`src/rtl/sa_result_drain_pkg.sv`:
```
// Shared systolic array package: result-drain state encoding and helpers.
package sa_result_drain_pkg;

  // Bit positions of the one-hot result-drain states
  localparam int DR_IDLE_B  = 0;
  localparam int DR_WAIT_B  = 1;
  localparam int DR_READ_B  = 2;
  localparam int DR_CAPT_B  = 3;
  localparam int DR_WRITE_B = 4;
  localparam int DR_FINI_B  = 5;

  typedef enum logic [5:0] {
    DR_IDLE  = 6'(1 << DR_IDLE_B),
    DR_WAIT  = 6'(1 << DR_WAIT_B),
    DR_READ  = 6'(1 << DR_READ_B),
    DR_CAPT  = 6'(1 << DR_CAPT_B),
    DR_WRITE = 6'(1 << DR_WRITE_B),
    DR_FINI  = 6'(1 << DR_FINI_B)
  } result_drain_state_t;

  // Row-select width; a single-row array still needs a one-bit select
  function automatic int sel_width(input int n);
    return (n > 1) ? $clog2(n) : 1;
  endfunction

endpackage

```
`src/rtl/sa_result_drain_if.sv`:
```
// Write port from the result drain into the output buffer (valid/ready).
interface sa_result_drain_if #(
  parameter int ARRAY_SIZE = 8,
  parameter int OUT_W      = 8,
  parameter int ADDR_W     = 16
);

  logic                        wr_valid;
  logic                        wr_ready;
  logic [ADDR_W-1:0]           wr_addr;
  logic [ARRAY_SIZE*OUT_W-1:0] wr_data;

  modport master (
    output wr_valid,
    output wr_addr,
    output wr_data,
    input  wr_ready
  );

  modport slave (
    input  wr_valid,
    input  wr_addr,
    input  wr_data,
    output wr_ready
  );

endinterface

```
`src/rtl/sa_requant.sv`:
```
// One-lane requantizer: round-half-up arithmetic right shift, then saturate
// the signed accumulator value down to the signed output width.
module sa_requant #(
  parameter int ACC_W = 32,
  parameter int OUT_W = 8
) (
  input  logic signed [ACC_W-1:0] acc_in,
  input  logic        [4:0]       shift,
  output logic signed [OUT_W-1:0] q_out
);

  // One guard bit so adding the rounding constant can never overflow
  localparam int EXT_W = ACC_W + 1;
  localparam logic signed [EXT_W-1:0] Q_MAX =
    {{(EXT_W-OUT_W+1){1'b0}}, {(OUT_W-1){1'b1}}};
  localparam logic signed [EXT_W-1:0] Q_MIN =
    {{(EXT_W-OUT_W+1){1'b1}}, {(OUT_W-1){1'b0}}};

  logic signed [EXT_W-1:0] ext;
  logic signed [EXT_W-1:0] rnd;
  logic signed [EXT_W-1:0] sum;
  logic signed [EXT_W-1:0] scaled;

  // Sign-extend, add half an LSB of the result, shift, then clamp to range
  always_comb begin
    ext = {acc_in[ACC_W-1], acc_in};
    rnd = '0;
    if (shift != 5'd0) begin
      rnd = EXT_W'(1) << (shift - 5'd1);
    end
    sum    = ext + rnd;
    scaled = sum >>> shift;
    if (scaled > Q_MAX) begin
      q_out = Q_MAX[OUT_W-1:0];
    end else if (scaled < Q_MIN) begin
      q_out = Q_MIN[OUT_W-1:0];
    end else begin
      q_out = scaled[OUT_W-1:0];
    end
  end

endmodule

```
`src/rtl/sa_result_drain.sv`:
```
// Result drain: after the array finishes, reads the accumulator matrix row by
// row, requantizes every lane, writes each row to the output buffer, and then
// releases the array back to idle.
module sa_result_drain
  import sa_result_drain_pkg::*;
#(
  parameter int ARRAY_SIZE = 8,
  parameter int ACC_W      = 32,
  parameter int OUT_W      = 8,
  parameter int ADDR_W     = 16,
  localparam int ROW_W     = sel_width(ARRAY_SIZE)
) (
  input  logic                        clk,
  input  logic                        rst,
  input  logic                        start,
  input  logic [ADDR_W-1:0]           base_addr,
  input  logic [4:0]                  shift,
  output logic                        busy,
  output logic                        done,
  input  logic                        sa_done,
  output logic [ROW_W-1:0]            sa_row_sel,
  input  logic [ARRAY_SIZE*ACC_W-1:0] sa_row_data,
  output logic                        sa_release,
  sa_result_drain_if.master           wr_if
);

  result_drain_state_t         state;
  logic [ROW_W-1:0]            row;
  logic [ADDR_W-1:0]           base_q;
  logic [4:0]                  shift_q;
  logic [ARRAY_SIZE*OUT_W-1:0] quant_row;

  // One requantizer per lane, all sharing the shift latched at start
  for (genvar g = 0; g < ARRAY_SIZE; g++) begin : g_lane
    sa_requant #(
      .ACC_W (ACC_W),
      .OUT_W (OUT_W)
    ) u_requant (
      .acc_in (sa_row_data[g*ACC_W +: ACC_W]),
      .shift  (shift_q),
      .q_out  (quant_row[g*OUT_W +: OUT_W])
    );
  end

  // Drain sequencer; every output is registered and set on the transition
  // into the state that owns it, so sa_row_sel is already stable in DR_READ
  // and the array answers in DR_CAPT.
  always_ff @(posedge clk) begin
    if (rst) begin
      state          <= DR_IDLE;
      row            <= '0;
      base_q         <= '0;
      shift_q        <= '0;
      busy           <= 1'b0;
      done           <= 1'b0;
      sa_release     <= 1'b0;
      sa_row_sel     <= '0;
      wr_if.wr_valid <= 1'b0;
      wr_if.wr_addr  <= '0;
      wr_if.wr_data  <= '0;
    end else begin
      done       <= 1'b0;
      sa_release <= 1'b0;
      case (state)
        DR_IDLE: begin
          if (start) begin
            base_q  <= base_addr;
            shift_q <= shift;
            row     <= '0;
            busy    <= 1'b1;
            state   <= DR_WAIT;
          end
        end
        DR_WAIT: begin
          if (sa_done) begin
            sa_row_sel <= row;
            state      <= DR_READ;
          end
        end
        DR_READ: begin
          state <= DR_CAPT;
        end
        DR_CAPT: begin
          wr_if.wr_data  <= quant_row;
          wr_if.wr_addr  <= base_q + ADDR_W'(row);
          wr_if.wr_valid <= 1'b1;
          state          <= DR_WRITE;
        end
        DR_WRITE: begin
          if (wr_if.wr_ready) begin
            wr_if.wr_valid <= 1'b0;
            if (row == ROW_W'(ARRAY_SIZE - 1)) begin
              done       <= 1'b1;
              sa_release <= 1'b1;
              state      <= DR_FINI;
            end else begin
              row        <= row + 1'b1;
              sa_row_sel <= row + 1'b1;
              state      <= DR_READ;
            end
          end
        end
        DR_FINI: begin
          busy  <= 1'b0;
          state <= DR_IDLE;
        end
        default: begin
          busy           <= 1'b0;
          wr_if.wr_valid <= 1'b0;
          state          <= DR_IDLE;
        end
      endcase
    end
  end

endmodule

```
`src/flat_wrapper.sv`:
```
// flat-port wrapper written by rule: the top's interface ports become plain ports
module sa_result_drain_flat import sa_result_drain_pkg::*;
#(
  parameter int ARRAY_SIZE = 8,
  parameter int ACC_W      = 32,
  parameter int OUT_W      = 8,
  parameter int ADDR_W     = 16,
  localparam int ROW_W     = sel_width(ARRAY_SIZE)
)
  (clk, rst, start, base_addr, shift, busy, done, sa_done, sa_row_sel, sa_row_data, sa_release, wr_if_wr_valid, wr_if_wr_addr, wr_if_wr_data, wr_if_wr_ready);
  sa_result_drain_if #(.ARRAY_SIZE(ARRAY_SIZE), .OUT_W(OUT_W), .ADDR_W(ADDR_W)) wr_if_i ();
  input  logic clk;
  input  logic rst;
  input  logic start;
  input  logic [ADDR_W-1:0] base_addr;
  input  logic [4:0] shift;
  output logic busy;
  output logic done;
  input  logic sa_done;
  output logic [ROW_W-1:0] sa_row_sel;
  input  logic [ARRAY_SIZE*ACC_W-1:0] sa_row_data;
  output logic sa_release;
  output wire logic [$bits(wr_if_i.wr_valid)-1:0] wr_if_wr_valid;
  output wire logic [$bits(wr_if_i.wr_addr)-1:0] wr_if_wr_addr;
  output wire logic [$bits(wr_if_i.wr_data)-1:0] wr_if_wr_data;
  input wire logic [$bits(wr_if_i.wr_ready)-1:0] wr_if_wr_ready;
  assign wr_if_wr_valid = wr_if_i.wr_valid;
  assign wr_if_wr_addr = wr_if_i.wr_addr;
  assign wr_if_wr_data = wr_if_i.wr_data;
  assign wr_if_i.wr_ready = wr_if_wr_ready;
  sa_result_drain #(.ARRAY_SIZE(ARRAY_SIZE), .ACC_W(ACC_W), .OUT_W(OUT_W), .ADDR_W(ADDR_W)) u_core (.clk(clk), .rst(rst), .start(start), .base_addr(base_addr), .shift(shift), .busy(busy), .done(done), .sa_done(sa_done), .sa_row_sel(sa_row_sel), .sa_row_data(sa_row_data), .sa_release(sa_release), .wr_if(wr_if_i));
endmodule
```
`config.mk`:
```
export PLATFORM = sky130hd
export DESIGN_NAME = sa_result_drain_flat
export DESIGN_NICKNAME = d
export VERILOG_FILES = /design/src/rtl/sa_result_drain_pkg.sv /design/src/rtl/sa_result_drain_if.sv /design/src/rtl/sa_requant.sv /design/src/rtl/sa_result_drain.sv /design/src/flat_wrapper.sv
export SDC_FILE = /design/constraint.sdc
export NUM_CORES = 2
export LEC_CHECK = 0
export CORE_ASPECT_RATIO = 2
export CORE_MARGIN = 1.5
export CORE_UTILIZATION = 46
export DETAILED_ROUTE_END_ITERATION = 7
export HOLD_SLACK_MARGIN = 0.05
export PLACE_DENSITY = 0.68
export SLEW_MARGIN = 10
export SYNTH_ARGS = -nofsm -noshare
export SYNTH_HDL_FRONTEND = slang
export SYNTH_SLANG_ARGS = --single-unit
```
`constraint.sdc`:
```
create_clock -name clk -period 8.46 [get_ports clk]
set_input_delay 1.692 -clock clk [delete_from_list [all_inputs] [get_ports clk]]
set_output_delay 1.692 -clock clk [all_outputs]
set_load 0.02 [all_outputs]
```
==> results of run 1 <==
[cells by family after synthesis]
group	count (synthesis)	synth area share, %
flops	116	5.08
buf+inv	738	6.29
xor+xnor	275	5.30
simple gates	2573	28.2
compound gates	2576	39.9
mux	365	9.88
fa+ha+maj	200	5.40
other cells	1	0.00821
[metrics by stage]
step                std cells  util [%]  cell area, sq um
detailed placement       8304      52.6             51800
CTS                      8336      53.2             52400
floorplan                6851         -             45700
global placement         8304      52.6             51800
[metal layers]
layer,GRT usage (%),GRT overflow
met1,72.3,3
met2,90.9,159
met3,51.3,11
met4,72.6,113
met5,22.3,0
==> flow_metrics.tcl, run 1 <==
set metrics [dict create \
    grt_use_total_pct 71.8 \
    synth_common_cells "nand2_1, nor2_1, a21oi_1, clkbuf_1, o21ai_0" \
    ys_async_sr_fraction_pct 0 \
    status "did not finish" \
    haltStage "5_1_grt" \
    cts_resized 0 \
    ys_seq_area_share_pct 5.08 \
    grt-ovfl-total 286 \
    io_pins 369 \
    ys_types 111 \
    root_buffer "clkbuf_16" \
    ys_warn_count 0 \
    post_cts_buffers 0 \
    synth-edff-count 0 \
    start_util_pct 46.4 \
    synth_flop_cell "dfxtp_1" \
    yosys.area.top_type "a21oi_1" \
    synth.most_common_cell "nand2_1" \
    clock_sinks 116 \
    grt_max_degree 125 \
    first_global_vias 67441 \
    gp_congestion 1.26 \
    first-error "[ERROR GRT-0116] Global routing finished with congestion. Check the congestion regions in the DRC Viewer." \
    die_y_um 449 \
    port_buffers 368 \
    rows 163 \
    syn_area_per_cell_sq_um 6.67 \
    htree_levels 4 \
    cts_inserted_buffers 17 \
    cts_max_path_buffers 2 \
    hold_buffers 0 \
    dpl_worst_slack_ns 0.535 \
    synth_top_area_share_pct 5.63 \
    dieWidth_um 226 \
    synthesis.instances 6844 \
    grt_pass1_wl_um 534000 \
    hpwl_um 249000 \
    ys_ff_latch 116 \
    synth_area_leaders "a21oi_1, nand2_1, nor2_1" \
    syn_area_sq_mm 0.0457 \
]
==> run 2: changes to the inputs <==
--- a/config.mk
+++ b/config.mk
@@ -5,12 +5,10 @@
 export SDC_FILE = /design/constraint.sdc
 export NUM_CORES = 2
 export LEC_CHECK = 0
-export CORE_ASPECT_RATIO = 2
 export CORE_MARGIN = 1.5
-export CORE_UTILIZATION = 46
+export CORE_UTILIZATION = 31
 export DETAILED_ROUTE_END_ITERATION = 7
-export HOLD_SLACK_MARGIN = 0.05
-export PLACE_DENSITY = 0.68
+export PLACE_DENSITY_LB_ADDON = 0.15
 export SLEW_MARGIN = 10
 export SYNTH_ARGS = -nofsm -noshare
 export SYNTH_HDL_FRONTEND = slang
==> constraint.sdc (replaced) <==
create_clock -name clk -period 11 [get_ports clk]
set_input_delay 2.2 -clock clk [delete_from_list [all_inputs] [get_ports clk]]
set_output_delay 2.2 -clock clk [all_outputs]
set_load 0.02 [all_outputs]
==> run 2 against run 1 <==
The flow now finishes without violations. Synthesized area unchanged. Synthesized cell count unchanged.
==> flow_metrics.tcl, run 2 <==
set metrics [dict create \
    status "finished, final reports clean" \
    htree_levels 4 \
    crit_family "compound AO/OA/AOI/OAI gates" \
    port_buffers 368 \
    setup_viol 0 \
    gp_congestion 1.04 \
    crit_fanout 42 \
    synth_flop_cell "dfxtp_1" \
    use_met3_pct 8.87 \
    synth_common_cells "nand2_1, nor2_1, a21oi_1, clkbuf_1, o21ai_0" \
    finClkSkew_ns 0.0187 \
    nNetsFinal 7281 \
    dieWidth_um 387 \
    hold_buffers 0 \
    drc_errors 0 \
    final_common_cell "nand2_1" \
    r2r-start "u_core.shift_q[3]" \
    ys_seq_area_share_pct 5.08 \
    power_frac_clock_pct 16.3 \
    most-common-layout-cells "nand2_1, nor2_1, a21oi_1" \
    drv_cap 0 \
    die_y_um 387 \
    hp-start "u_core.wr_if.wr_data[63]" \
    place_area_sq_mm 0.0512 \
    leakagePower_uw 0.0195 \
    synth_area_leaders "a21oi_1, nand2_1, nor2_1" \
    yosys.area.top_type "a21oi_1" \
    ys_ff_latch 116 \
    synth-edff-count 0 \
    start_kind "flip-flop" \
    critical-path-max-stage-delay_ns 0.94 \
    first_global_vias 56394 \
    period_needed_ns 8.88 \
    io_pins 369 \
    clkTransAtPathRegs_ns 0.07 \
    power.internal_uw 1660 \
    critPathRequiredTime_ns 11.40 \
    finalCritPeriodShare_pct 80.7 \
    start_util_pct 31.3 \
    multi_input_area_sq_mm 0.0408 \
    drt_iter0_markers 8253 \
    synth.most_common_cell "nand2_1" \
    min_path_type "reg2reg" \
    grt_use_total_pct 40.8 \
    synthesis.instances 6844 \
    cts_inserted_buffers 17 \
    fin_hold_ws_ns 0.459 \
    final_max_slew_viol_count 0 \
    busiest_layer "met2" \
    clock_sinks 116 \
    hold_end "u_core.wr_if.wr_data[63]" \
    ir_drop_uv 117 \
    finish.instance_area_sq_mm 0.0519 \
    ff2ff_path_depth 20 \
    die-area_sq_mm 0.150 \
    fmax_mhz 113 \
    cp-end-kind "flip-flop" \
    grt_antenna_before_repair 46 \
    hold_viol 0 \
    rows 140 \
    cts_resized 0 \
    relSlewSlack_pct 5.24 \
    first_pass_iters 6 \
    hpwl_um 247000 \
    met1_usage_pct 50.9 \
    drive_gt1_share_pct 8.92 \
    wire_per_inst_um 36.6 \
    final_cells 8767 \
    cp_num_buf_inv 1 \
    slowest_stage "nor2_4" \
    rrSetupSlack_ns 2.12 \
    cp_cell_sequence "and2_2 -> buf_4 -> nand2_1 -> nor2_4 -> ha_1 -> and2_1 -> o21ai_0 -> a22o_1 -> o21ba_2 -> o21ai_0 -> a211oi_1 -> o211ai_1 -> nand4_1 -> a211oi_1 -> o221ai_1 -> a2111oi_0 -> a41oi_1 -> o41ai_2 -> o211ai_1 -> a211oi_1" \
    syn_area_per_cell_sq_um 6.67 \
    syn2layout_area_growth_pct 13.5 \
    dp.cells 8714 \
    top_register "u_core.wr_if.wr_data" \
    fillCellCount 15902 \
    crit_type "reg2reg" \
    vias 60897 \
    p_switching_uw 2170 \
    grtUsageMet2_pct 61.6 \
    rsz0062_at_grt "no" \
    syn_area_sq_mm 0.0457 \
    min_path_cells 2 \
    p_comb_share_pct 71.8 \
    ys_types 111 \
    tns_ns 0 \
    ys_async_sr_fraction_pct 0 \
    cts_tree "yes" \
    cts_max_path_buffers 2 \
    grt_max_degree 116 \
    ff_latch_area_sq_mm 0.00234 \
    critical_path.most_common_cell "a211oi_1" \
    wirelength_um 321000 \
    clock_latency_ns 0.49 \
    worst_slack_ns 2.12 \
    core_sq_mm 0.146 \
    p_sw_share_pct 56.8 \
    reg2reg_to "u_core.wr_if.wr_data[38]" \
    tightest_slew_ns 1.42 \
    ys_warn_count 0 \
    post_cts_buffers 0 \
    grt_pass1_wl_um 444000 \
    sequentialPowerShare_pct 11.9 \
    largest_reg_flops 64 \
    dpl_worst_slack_ns 2.17 \
    root_buffer "clkbuf_16" \
    p_per_area_mw_per_mm2 73.8 \
    cp.arrival_ns 9.28 \
    via_per_inst 6.95 \
    largestRegisters "u_core.wr_if.wr_data x64, u_core.base_q x16, u_core.wr_if.wr_addr x16" \
    synth_top_area_share_pct 5.63 \
    grt-ovfl-total 0 \
    ant_nets 0 \
    cp.depth 20 \
]
-- run 2: cell counts after synthesis --
No cell type changed its count.
-- run 2: cells by family after synthesis --
family / Yosys count / synth area share [%]
AO/OA/AOI/OAI: 2576 / 39.9
XOR/XNOR: 275 / 5.30
adder cells (fa/ha/maj): 200 / 5.40
buffers and inverters: 738 / 6.29
flip-flops: 116 / 5.08
multiplexers: 365 / 9.88
other: 1 / 0.00821
AND/OR/NAND/NOR: 2573 / 28.2
-- run 2: per-layer routing --
metal,vias to the layer above,wire length (um)
li1,26549,-
met1,29787,128000
met2,3660,136000
met3,883,30100
met4,18,27300
met5,-,135
-- run 2: final cells by class --
cell class,count,area share (%)
repair buffers,564,10.1
inverters,120,0.912
diodes,21,0.101
clock buffers,18,0.868
well taps,1917,4.62
clock inverters,14,0.297
flip-flops and latches,116,4.51
multi-input cells,5997,78.6
-- run 2: worst max path at each step --
stage | start | to | slack (ns)
after CTS | u_core.shift_q[3] | u_core.wr_if.wr_data[8] | 2.47
final | u_core.shift_q[3] | u_core.wr_if.wr_data[38] | 2.12
after global routing | u_core.shift_q[0] | u_core.wr_if.wr_data[52] | 1.90
after global placement | sa_row_data[132] | u_core.wr_if.wr_data[38] | 2.22
after detailed placement | sa_row_data[160] | u_core.wr_if.wr_data[44] | 2.17
after floorplan | u_core.shift_q[0] | u_core.wr_if.wr_data[10] | 2.13
-- run 2: worst min-delay path: cells and delay by family (launching register included) --
kind               cells  cell delay [ns]
and+or+nand+nor        1             0.05
AOI/OAI and AO/OA      1             0.05
DFF                    1             0.31
-- run 2: power by group through the flow --
stage	clock network [uW]	registers [uW]	logic (uW)
after global placement	0	462	2650
final	625	454	2750
after CTS	633	453	2640
after detailed placement	0	462	2630
after floorplan	0	443	1600
after global routing	644	454	2840
-- run 2: through the flow --
stage / power [uW] / util [%]
after floorplan: 2040 / -
after global placement: 3110 / 35.1
after detailed placement: 3090 / 35.1
after CTS: 3730 / 35.5
after global routing: 3940 / 35.5
final: 3830 / 35.5
Power figures use the tool's default switching activity.
